<file path="src/rtl/branch_predict_ctrl.sv">
// ============================================================================
// Module   : branch_predict_ctrl
// Brief    : Fetch-stage 2-bit branch predictor: counter table, in-flight FIFO,
//            resolution/flush and post-reset table walk. Option: BP_BYPASS_EN.
// Revision : 1.0 - initial release
// ============================================================================
`default_nettype none

`ifndef strongly_NT
`define strongly_NT    2'b00
`endif
`ifndef slightly_NT
`define slightly_NT    2'b01
`endif

module branch_predict_ctrl #(
    parameter int BHT_ENTRIES = 16,
    parameter int IDX_W       = 4,
    parameter int INFL_DEPTH  = 2
) (
    input  logic        clk,
    input  logic        rst,
    input  logic        if_valid,
    input  logic        if_is_branch,
    input  logic [31:0] if_pc,
    input  logic [31:0] if_imm,
    output logic        pred_taken,
    output logic [31:0] pred_pc,
    output logic        stall_if,
    input  logic        ex_valid,
    input  logic [31:0] ex_pc,
    input  logic        ex_taken,
    input  logic [31:0] ex_target,
    output logic        flush,
    output logic [31:0] redirect_pc
);

    localparam int PTR_W = (INFL_DEPTH > 1) ? $clog2(INFL_DEPTH) : 1;
    localparam logic [PTR_W:0]   c_full     = (PTR_W + 1)'(INFL_DEPTH);
    localparam logic [IDX_W-1:0] c_last_idx = IDX_W'(BHT_ENTRIES - 1);
    localparam logic [1:0]       c_slightly_taken = 2'b10;
    localparam logic [1:0]       c_strongly_taken = 2'b11;

    typedef enum logic [0:0] {
        ST_INIT = 1'b0,
        ST_RUN  = 1'b1
    } state_t;

    state_t             r_state;
    logic [IDX_W-1:0]   r_init_idx;
    logic [1:0]         r_bht [BHT_ENTRIES];

    logic [31:0]        r_fifo_pc  [INFL_DEPTH];
    logic [IDX_W-1:0]   r_fifo_idx [INFL_DEPTH];
    logic [31:0]        r_fifo_ppc [INFL_DEPTH];
    logic [PTR_W-1:0]   r_wr_ptr;
    logic [PTR_W-1:0]   r_rd_ptr;
    logic [PTR_W:0]     r_count;
    logic               r_flush;
    logic [31:0]        r_redirect_pc;

    logic               w_run;
    logic               w_full;
    logic               w_empty;
    logic               w_branch;
    logic               w_push;
    logic               w_resolve;
    logic               w_mispred;
    logic [IDX_W-1:0]   w_lookup_idx;
    logic [IDX_W-1:0]   w_head_idx;
    logic [1:0]         w_head_ctr;
    logic [1:0]         w_upd_ctr;
    logic [1:0]         w_pred_ctr;
    logic [31:0]        w_actual_pc;

    assign w_run        = (r_state == ST_RUN);
    assign w_full       = (r_count == c_full);
    assign w_empty      = (r_count == '0);
    assign w_branch     = w_run && if_valid && if_is_branch;
    assign w_push       = w_branch && !w_full;
    assign w_resolve    = w_run && ex_valid && !w_empty;
    assign w_lookup_idx = if_pc[IDX_W+1:2];
    assign w_head_idx   = r_fifo_idx[r_rd_ptr];
    assign w_head_ctr   = r_bht[w_head_idx];
    assign w_actual_pc  = ex_taken ? ex_target : ex_pc + 32'd4;
    assign w_mispred    = w_resolve &&
                          ((r_fifo_ppc[r_rd_ptr] != w_actual_pc) || (r_fifo_pc[r_rd_ptr] != ex_pc));

    always_comb begin
        w_upd_ctr = w_head_ctr;
        if (ex_taken) begin
            if (w_head_ctr != c_strongly_taken) w_upd_ctr = w_head_ctr + 2'd1;
        end else begin
            if (w_head_ctr != `strongly_NT) w_upd_ctr = w_head_ctr - 2'd1;
        end
    end

`ifdef BP_BYPASS_EN
    // Same-cycle resolve of the looked-up entry forwards the new counter value
    assign w_pred_ctr = (w_resolve && (w_head_idx == w_lookup_idx)) ? w_upd_ctr
                                                                      : r_bht[w_lookup_idx];
`else
    assign w_pred_ctr = r_bht[w_lookup_idx];
`endif

    assign pred_taken  = w_branch && w_pred_ctr[1];
    assign pred_pc     = pred_taken ? if_pc + if_imm : if_pc + 32'd4;
    assign stall_if    = rst || !w_run || (w_branch && w_full);
    assign flush       = r_flush;
    assign redirect_pc = r_redirect_pc;

    always_ff @(posedge clk) begin
        if (!rst) begin
            if (r_state == ST_INIT) begin
                r_bht[r_init_idx] <= c_slightly_taken;
            end else if (w_resolve) begin
                r_bht[w_head_idx] <= w_upd_ctr;
            end
        end
    end

    always_ff @(posedge clk) begin
        if (w_push) begin
            r_fifo_pc[r_wr_ptr]  <= if_pc;
            r_fifo_idx[r_wr_ptr] <= w_lookup_idx;
            r_fifo_ppc[r_wr_ptr] <= pred_pc;
        end
    end

    always_ff @(posedge clk) begin
        if (rst) begin
            r_state       <= ST_INIT;
            r_init_idx    <= '0;
            r_wr_ptr      <= '0;
            r_rd_ptr      <= '0;
            r_count       <= '0;
            r_flush       <= 1'b0;
            r_redirect_pc <= 32'd0;
        end else begin
            r_flush <= w_mispred;
            if (w_mispred) begin
                r_redirect_pc <= w_actual_pc;
            end
            case (r_state)
                ST_INIT: begin
                    r_init_idx <= r_init_idx + 1'b1;
                    if (r_init_idx == c_last_idx) begin
                        r_state <= ST_RUN;
                    end
                end
                default: begin
                    // A mispredict drops every tracked entry, including this cycle's push
                    if (w_mispred) begin
                        r_wr_ptr <= '0;
                        r_rd_ptr <= '0;
                        r_count  <= '0;
                    end else begin
                        if (w_push)    r_wr_ptr <= r_wr_ptr + 1'b1;
                        if (w_resolve) r_rd_ptr <= r_rd_ptr + 1'b1;
                        if (w_push && !w_resolve)      r_count <= r_count + 1'b1;
                        else if (!w_push && w_resolve) r_count <= r_count - 1'b1;
                    end
                end
            endcase
        end
    end

endmodule

`default_nettype wire

</file>
<file path="config.mk">
export PLATFORM = sky130hd
export DESIGN_NAME = branch_predict_ctrl
export DESIGN_NICKNAME = d
export VERILOG_FILES = /design/src/rtl/branch_predict_ctrl.sv
export SDC_FILE = /design/constraint.sdc
export NUM_CORES = 1
export LEC_CHECK = 0
export CAP_MARGIN = 20
export CORE_MARGIN = 2
export CORE_UTILIZATION = 50
export CTS_BUF_LIST = sky130_fd_sc_hd__clkbuf_4
export CTS_CLUSTER_SIZE = 10
export DETAILED_ROUTE_END_ITERATION = 10
export MAX_ROUTING_LAYER = met4
export PLACE_DENSITY_LB_ADDON = 0.2
export SETUP_SLACK_MARGIN = 0.05
export SLEW_MARGIN = 20
export SYNTH_ARGS = -nofsm -noshare
export SYNTH_HDL_FRONTEND = slang
export SYNTH_SLANG_ARGS = --single-unit
</file>
<file path="constraint.sdc">
create_clock -name clk -period 4 [get_ports clk]
set_input_delay 0.4 -clock clk [delete_from_list [all_inputs] [get_ports clk]]
set_output_delay 0.4 -clock clk [all_outputs]
set_load 0.005 [all_outputs]
</file>
Yosys cells after proc, flatten, opt, wreduce, memory -nomap -nowiden --
Memory sizes are Yosys's and may differ from the RTL's. A register that Yosys moved wholly into a read port is not among the register bits. Index checks and enable logic that the tools add are counted.
Operators by class: add/subtract/negate cells 10, eq/ne operators 5, mux-type cells 32, reductions and logical operators 27
Operator list (number):
- $add A32 B3 Y32 const B | 2
- $mux W32 | 2
- $ne A32 B32 Y1 | 2
- $add A32 B32 Y32 | 1
- $mux W1 | 22
- $mux W2 | 7
- $logic_and A1 B1 Y1 | 10
- $reduce_and A2 Y1 | 3
- $reduce_bool A2 Y1 | 3
- $logic_not A1 Y1 | 5
- $add A2 B1 Y2 const B | 2
- $add A4 B1 Y4 const B | 1
- $eq A4 B4 Y1 const B | 1
- $mux W4 | 1
- $sub A2 B1 Y2 const B | 2
- $logic_or A1 B1 Y1 | 3
- $reduce_bool A3 Y1 | 1
- $add A1 B1 Y1 const B | 2
- $eq A2 B2 Y1 const B | 1
- $logic_not A2 Y1 | 1
- $ne A2 B2 Y1 const B | 1
- $reduce_or A2 Y1 | 1
Word-level totals: bits in registers 42, memory bits (writable) 168, input bits 134, output and inout port bits 67, word-level logic and storage cells 85, memories kept 4
Memory list:
- r_fifo_pc | depth 2, bits a word 32, read ports 1, clocked after memory_dff 1, write ports 1, line 53 | logic [31:0] r_fifo_pc [INFL_DEPTH];
- r_fifo_ppc | depth 2, bits a word 32, read ports 1, clocked after memory_dff 1, write ports 1, line 55 | logic [31:0] r_fifo_ppc [INFL_DEPTH];
- r_bht | depth 16, bits a word 2, read ports 2, clocked after memory_dff 0, write ports 1, line 51 | logic [1:0] r_bht [BHT_ENTRIES];
- r_fifo_idx | depth 2, bits a word 4, read ports 1, clocked after memory_dff 1, write ports 1, line 54 | logic [IDX_W-1:0] r_fifo_idx [INFL_DEPTH];

Logic depth before layout (Yosys ltp) --
depth after elaboration 9, mapped depth 15, mapped depth without buffers 13

Least setup slack after synthesis --
Ideal clock, no wire load.
kind reg2reg, from register r_state, to memory r_fifo_idx[0][0], enable pin, setup time 0.494 ns, data arrival time 3.933 ns, required time 3.506 ns, setup slack -0.427 ns, stages on the path, launching flop included 5, buffers on the path 1, period minus slack after synthesis 4.427 ns, path through dfxtp_1 -> clkbuf_1 -> nand3_1 -> a21oi_1 -> nor2b_1
On the way: word-level cells in the longest chain between the ends 5
RTL lines:
- from (decl) | line 49 | state_t r_state;
- from (signal assigned) | line 132 | r_state <= ST_INIT;
- from (signal assigned) | line 148 | r_state <= ST_RUN;
- $logic_and A1 B1 Y1 (2 in a row) | line 79 | assign w_branch = w_run && if_valid && if_is_branch;
- $logic_and A1 B1 Y1 | line 80 | assign w_push = w_branch && !w_full;
- $mux W1 | line 123 | if (w_push) begin
- $mux W1 (implied by the code) | line 125 | r_fifo_idx[r_wr_ptr] <= w_lookup_idx;
- to (decl) | line 54
No other way between the ends.

Worst setup path in the final report --
from input if_pc[2], to output pred_pc[6]
On the way: word-level cells in the longest chain between the ends 3, elaborated cells on any way between the ends 5, those cells by class add/sub (2); mux (1); reduce/logical (1); memory (1)
RTL lines:
- from (decl) | line 25 | input logic [31:0] if_pc,
- parallel branches: the longest is 2 deep, another holds $add A32 B3 Y32
- $mux W32 (*) | line 107 | assign pred_pc = pred_taken ? if_pc + if_imm : if_pc + 32'd4;
- to (decl) | line 28 | output logic [31:0] pred_pc,
Mark *: on every way between the ends.

==> metrics.txt <==
run status=finished, final reports clean; Synth area leaders=sky130_fd_sc_hd__edfxtp_1, sky130_fd_sc_hd__dfxtp_1, sky130_fd_sc_hd__xnor2_1, sky130_fd_sc_hd__mux2i_1, sky130_fd_sc_hd__ha_1; Starting Density=around half; terminating pin of the worst hold path=r_fifo_pc[0][8]; worst hold slack after final layout=between 0.15 and 0.2 ns; total CTS buffers=50; leading register cell type out of synthesis=sky130_fd_sc_hd__edfxtp_1; worst r2r dst=r_count[0]; horizontal die dimension=approximately 160 um; overall track demand over capacity in global routing=between 20% and 30%; power per unit of standard cell area=292 nW/um2; Leakage=between 6 and 7 nW; cell taking the most area after synthesis=sky130_fd_sc_hd__edfxtp_1; biggest fanout along the worst timing path=11; startpoint-to-endpoint class of the critical path=in -> out; clock root buffer master=sky130_fd_sc_hd__clkbuf_4; Clock Path Buffers=3; number of cells on the worst reg-to-reg path=13; Worst Hold Class=in -> reg; vias in the first global route=10.6k; DRC viols=0; proportion of register bits with asynchronous set or reset after synthesis=0%; Cells on Worst Hold Path=2; TritonCTS clock tree=yes; Worst slew margin=39.2%; count of final setup violators=0; Placeable Area=roughly 24000 um2; first-pass detailed-route iteration total=5; Synth Warn #=0; Hold Buf Count CTS=0; layout cell share with drive strength beyond 1=approximately a quarter; floorplan row count=56; Post-DRT Antenna Nets=0; r2r setup slk=approximately 0.22 ns; area growth from synthesis to layout=40.5%; clock skew=between 0.04 and 0.05 ns; detail-routed via count per cell=~5.5; Iter 0 DRT Violations=approximately 900; CP Launch Type=input port; final worst-path cycle share=a little over nine tenths; maximum resistive drop on vdd=between 150 and 200 uV; final weighted congestion of routability-driven global placement=roughly 0.94; GRT Residual Overflow=0; global-route wire length before repair=about 55000 um; final cell count without fillers=1926; count of pins on the block boundary=around 200; number of port buffers=200; Max Transition Viols Final=0; dpl cells=between 1.5k and 2k; count of cell types in the netlist=67; pin count of the biggest net entering global routing=66; Die Outline Area=25500 um2; die height=~160 um; Achievable Freq=about 260 MHz; worst slack, placed=-1.07 ns; estimated wirelength of the detail-placed design=27400 um; number of maximum-capacitance constraint violations=0; synthesis-stage register bit count=between 200 and 250; number of nets produced by synthesis=approximately 1.3k; Mapped Area=around 12000 um2; per-cell routed wire length=between 15 and 20 um; clock slew at the register clock pins of the worst setup and hold paths=approximately 0.070 ns; Final Net Count=around 1.7k; final worst path period need=3.89 ns; source of the worst hold timing path=if_pc[8]; number of antenna violations at the first check in global routing=2; clock sink count=203; final hold viol count=0; H-tree lvl count=2; commonest cells in the synthesized netlist=sky130_fd_sc_hd__edfxtp_1, sky130_fd_sc_hd__xnor2_1, sky130_fd_sc_hd__mux2i_1, sky130_fd_sc_hd__nand2_1, sky130_fd_sc_hd__nor2_1; Vias=10.6k; final wirelength=between 30000 and 40000 um; count of flip-flops with a built-in enable after synthesis=between 150 and 200; unrepaired setup endpoints after global routing=yes; Worst Setup End Kind=output pin; worst-margin pin slew=between 0.9 and 1 ns; syn avg cell area=~11 um2; cell count after synthesis=1138; data required time at the worst endpoint=approximately 3.6 ns; data arrival time of the critical path=between 3 and 4 ns; worst setup margin=between 0.1 and 0.15 ns; sequential element share of the synthesized area=46.7%; fraction of synthesized cell area taken by the top area cell type=roughly 40%; most frequent cell after synthesis=sky130_fd_sc_hd__edfxtp_1; clock latency reported for the late side of the worst-skew pair=around 0.66 ns
## worst max-delay path by stage
| stage | startpoint | end | slack, ns | cells after the start |
|---|---|---|---|---|
| 4_1_cts | if_pc[1] | pred_pc[29] | 0.07 | 16 |
| 2_1_floorplan | if_pc[7] | pred_pc[30] | 0.45 | 11 |
| 3_5_place_dp | if_pc[7] | pred_pc[30] | -1.07 | 15 |
| 5_1_grt | if_imm[7] | pred_pc[29] | 0.004 | 17 |
| 3_3_place_gp | if_pc[7] | pred_pc[30] | -1.01 | 15 |
| 6_report | if_pc[2] | pred_pc[6] | 0.11 | 10 |
## cell type report
class / count / area, um2
Clock inverter: 12 / 103
Clock buffer: 72 / 541
Antenna cell: 2 / 5.00
Sequential cell: 203 / 5670
Multi-Input combinational cell: 866 / 6450
Fill cell: 1748 / 6580
Timing Repair Buffer: 435 / 3800
Tap cell: 319 / 399
Inverter: 17 / 63.8
## report_power, final
| group | internal (mW) | switching (mW) | leakage [nW] | total, mW |
|---|---|---|---|---|
| combinational | 0.504 | 0.456 | 4.15 | 0.960 |
| clock | 0.948 | 0.795 | 0.378 | 1.74 |
| sequential | 2.27 | 0.00396 | 1.83 | 2.28 |
| total | 3.73 | 1.25 | 6.36 | 4.98 |
## state kept, by name, indices dropped and copies added, names as in the netlist, named ones only
name,flops
r_fifo_pc,61
r_wr_ptr,1
r_init_idx,4
r_fifo_ppc,64
r_rd_ptr,1
r_state,1
flush,1
r_fifo_idx,3
r_count,2
r_bht,32
redirect_pc,32
## critical path, cell delays in order
cell                              delay [ns]
sky130_fd_sc_hd__clkdlybuf4s50_1        0.50
sky130_fd_sc_hd__buf_6                  0.18
sky130_fd_sc_hd__mux4_2                 0.53
sky130_fd_sc_hd__mux4_2                 0.54
sky130_fd_sc_hd__nand2b_4               0.18
sky130_fd_sc_hd__buf_4                  0.20
sky130_fd_sc_hd__buf_4                  0.14
sky130_fd_sc_hd__nand2_1                0.04
sky130_fd_sc_hd__o21ai_0                0.17
sky130_fd_sc_hd__clkdlybuf4s50_1        0.59
## kinds of logic (layout without fill, tap and decap cells)
| group | count (synthesis) | count (layout) | synth area share [%] |
|---|---|---|---|
| xor gates and xnor gates | 140 | 140 | 10.1 |
| muxes | 97 | 97 | 9.49 |
| adders and majority gates | 35 | 35 | 3.67 |
| DFF | 203 | 203 | 46.7 |
| AOI/OAI and AO/OA | 210 | 210 | 10.5 |
| and+or+nand+nor | 384 | 384 | 17.1 |
| buffers and inverters | 69 | 536 | 2.45 |
| other | 0 | 2 | 0 |
## layout by cell type, fill, tap and decap left out, types with 13 or more instances in the layout
cell and count:
sky130_fd_sc_hd__dfxtp_1 42, sky130_fd_sc_hd__xnor2_1 93, sky130_fd_sc_hd__inv_1 17, sky130_fd_sc_hd__clkdlybuf4s50_1 183, sky130_fd_sc_hd__a21oi_1 49, sky130_fd_sc_hd__mux4_2 13, sky130_fd_sc_hd__and3_1 13, sky130_fd_sc_hd__o21ai_1 15
sky130_fd_sc_hd__edfxtp_1 160, sky130_fd_sc_hd__nand4_1 26, sky130_fd_sc_hd__buf_4 226, sky130_fd_sc_hd__xor2_1 46, sky130_fd_sc_hd__ha_1 32, sky130_fd_sc_hd__nand2_1 80, sky130_fd_sc_hd__or4_1 21, sky130_fd_sc_hd__nor4_1 20
sky130_fd_sc_hd__o21ai_0 47, sky130_fd_sc_hd__nand3_1 36, sky130_fd_sc_hd__nor3_1 23, sky130_fd_sc_hd__nand2b_1 38, sky130_fd_sc_hd__clkbuf_4 72, sky130_fd_sc_hd__mux2i_1 81, sky130_fd_sc_hd__nor2_1 68
## per-layer routing
| metal | vias up | routed length [um] | global-route usage [%] |
|---|---|---|---|
| li1 | 5170 | - | - |
| met3 | 76 | 2150 | 3.48 |
| met2 | 433 | 16700 | 45.1 |
| met1 | 4929 | 15500 | 36.9 |
| met5 | - | 0 | - |
| met4 | 0 | 1040 | 9.21 |
## per-stage QoR
| step | area, um2 | util (%) | TNS [ns] | power [mW] |
|---|---|---|---|---|
| after floorplan | 12100 | - | 0 | 2.72 |
| after global placement | 16000 | 68.0 | -15.46 | 3.20 |
| after detailed placement | 16000 | 68.0 | -16.57 | 3.21 |
| after CTS | 16900 | 71.4 | 0 | 4.98 |
| after global routing | 17000 | 72.1 | 0 | 5.20 |
| final | 17000 | 72.1 | 0 | 4.98 |
## timing repair
| action | in CTS | in global routing |
|---|---|---|
| pin swaps | 23 | 14 |
| buffers inserted | 5 | 2 |
| setup endpoints to repair | 26 | 25 |
| gates resized for setup | 66 | 37 |
Power figures use the tool's default switching activity.
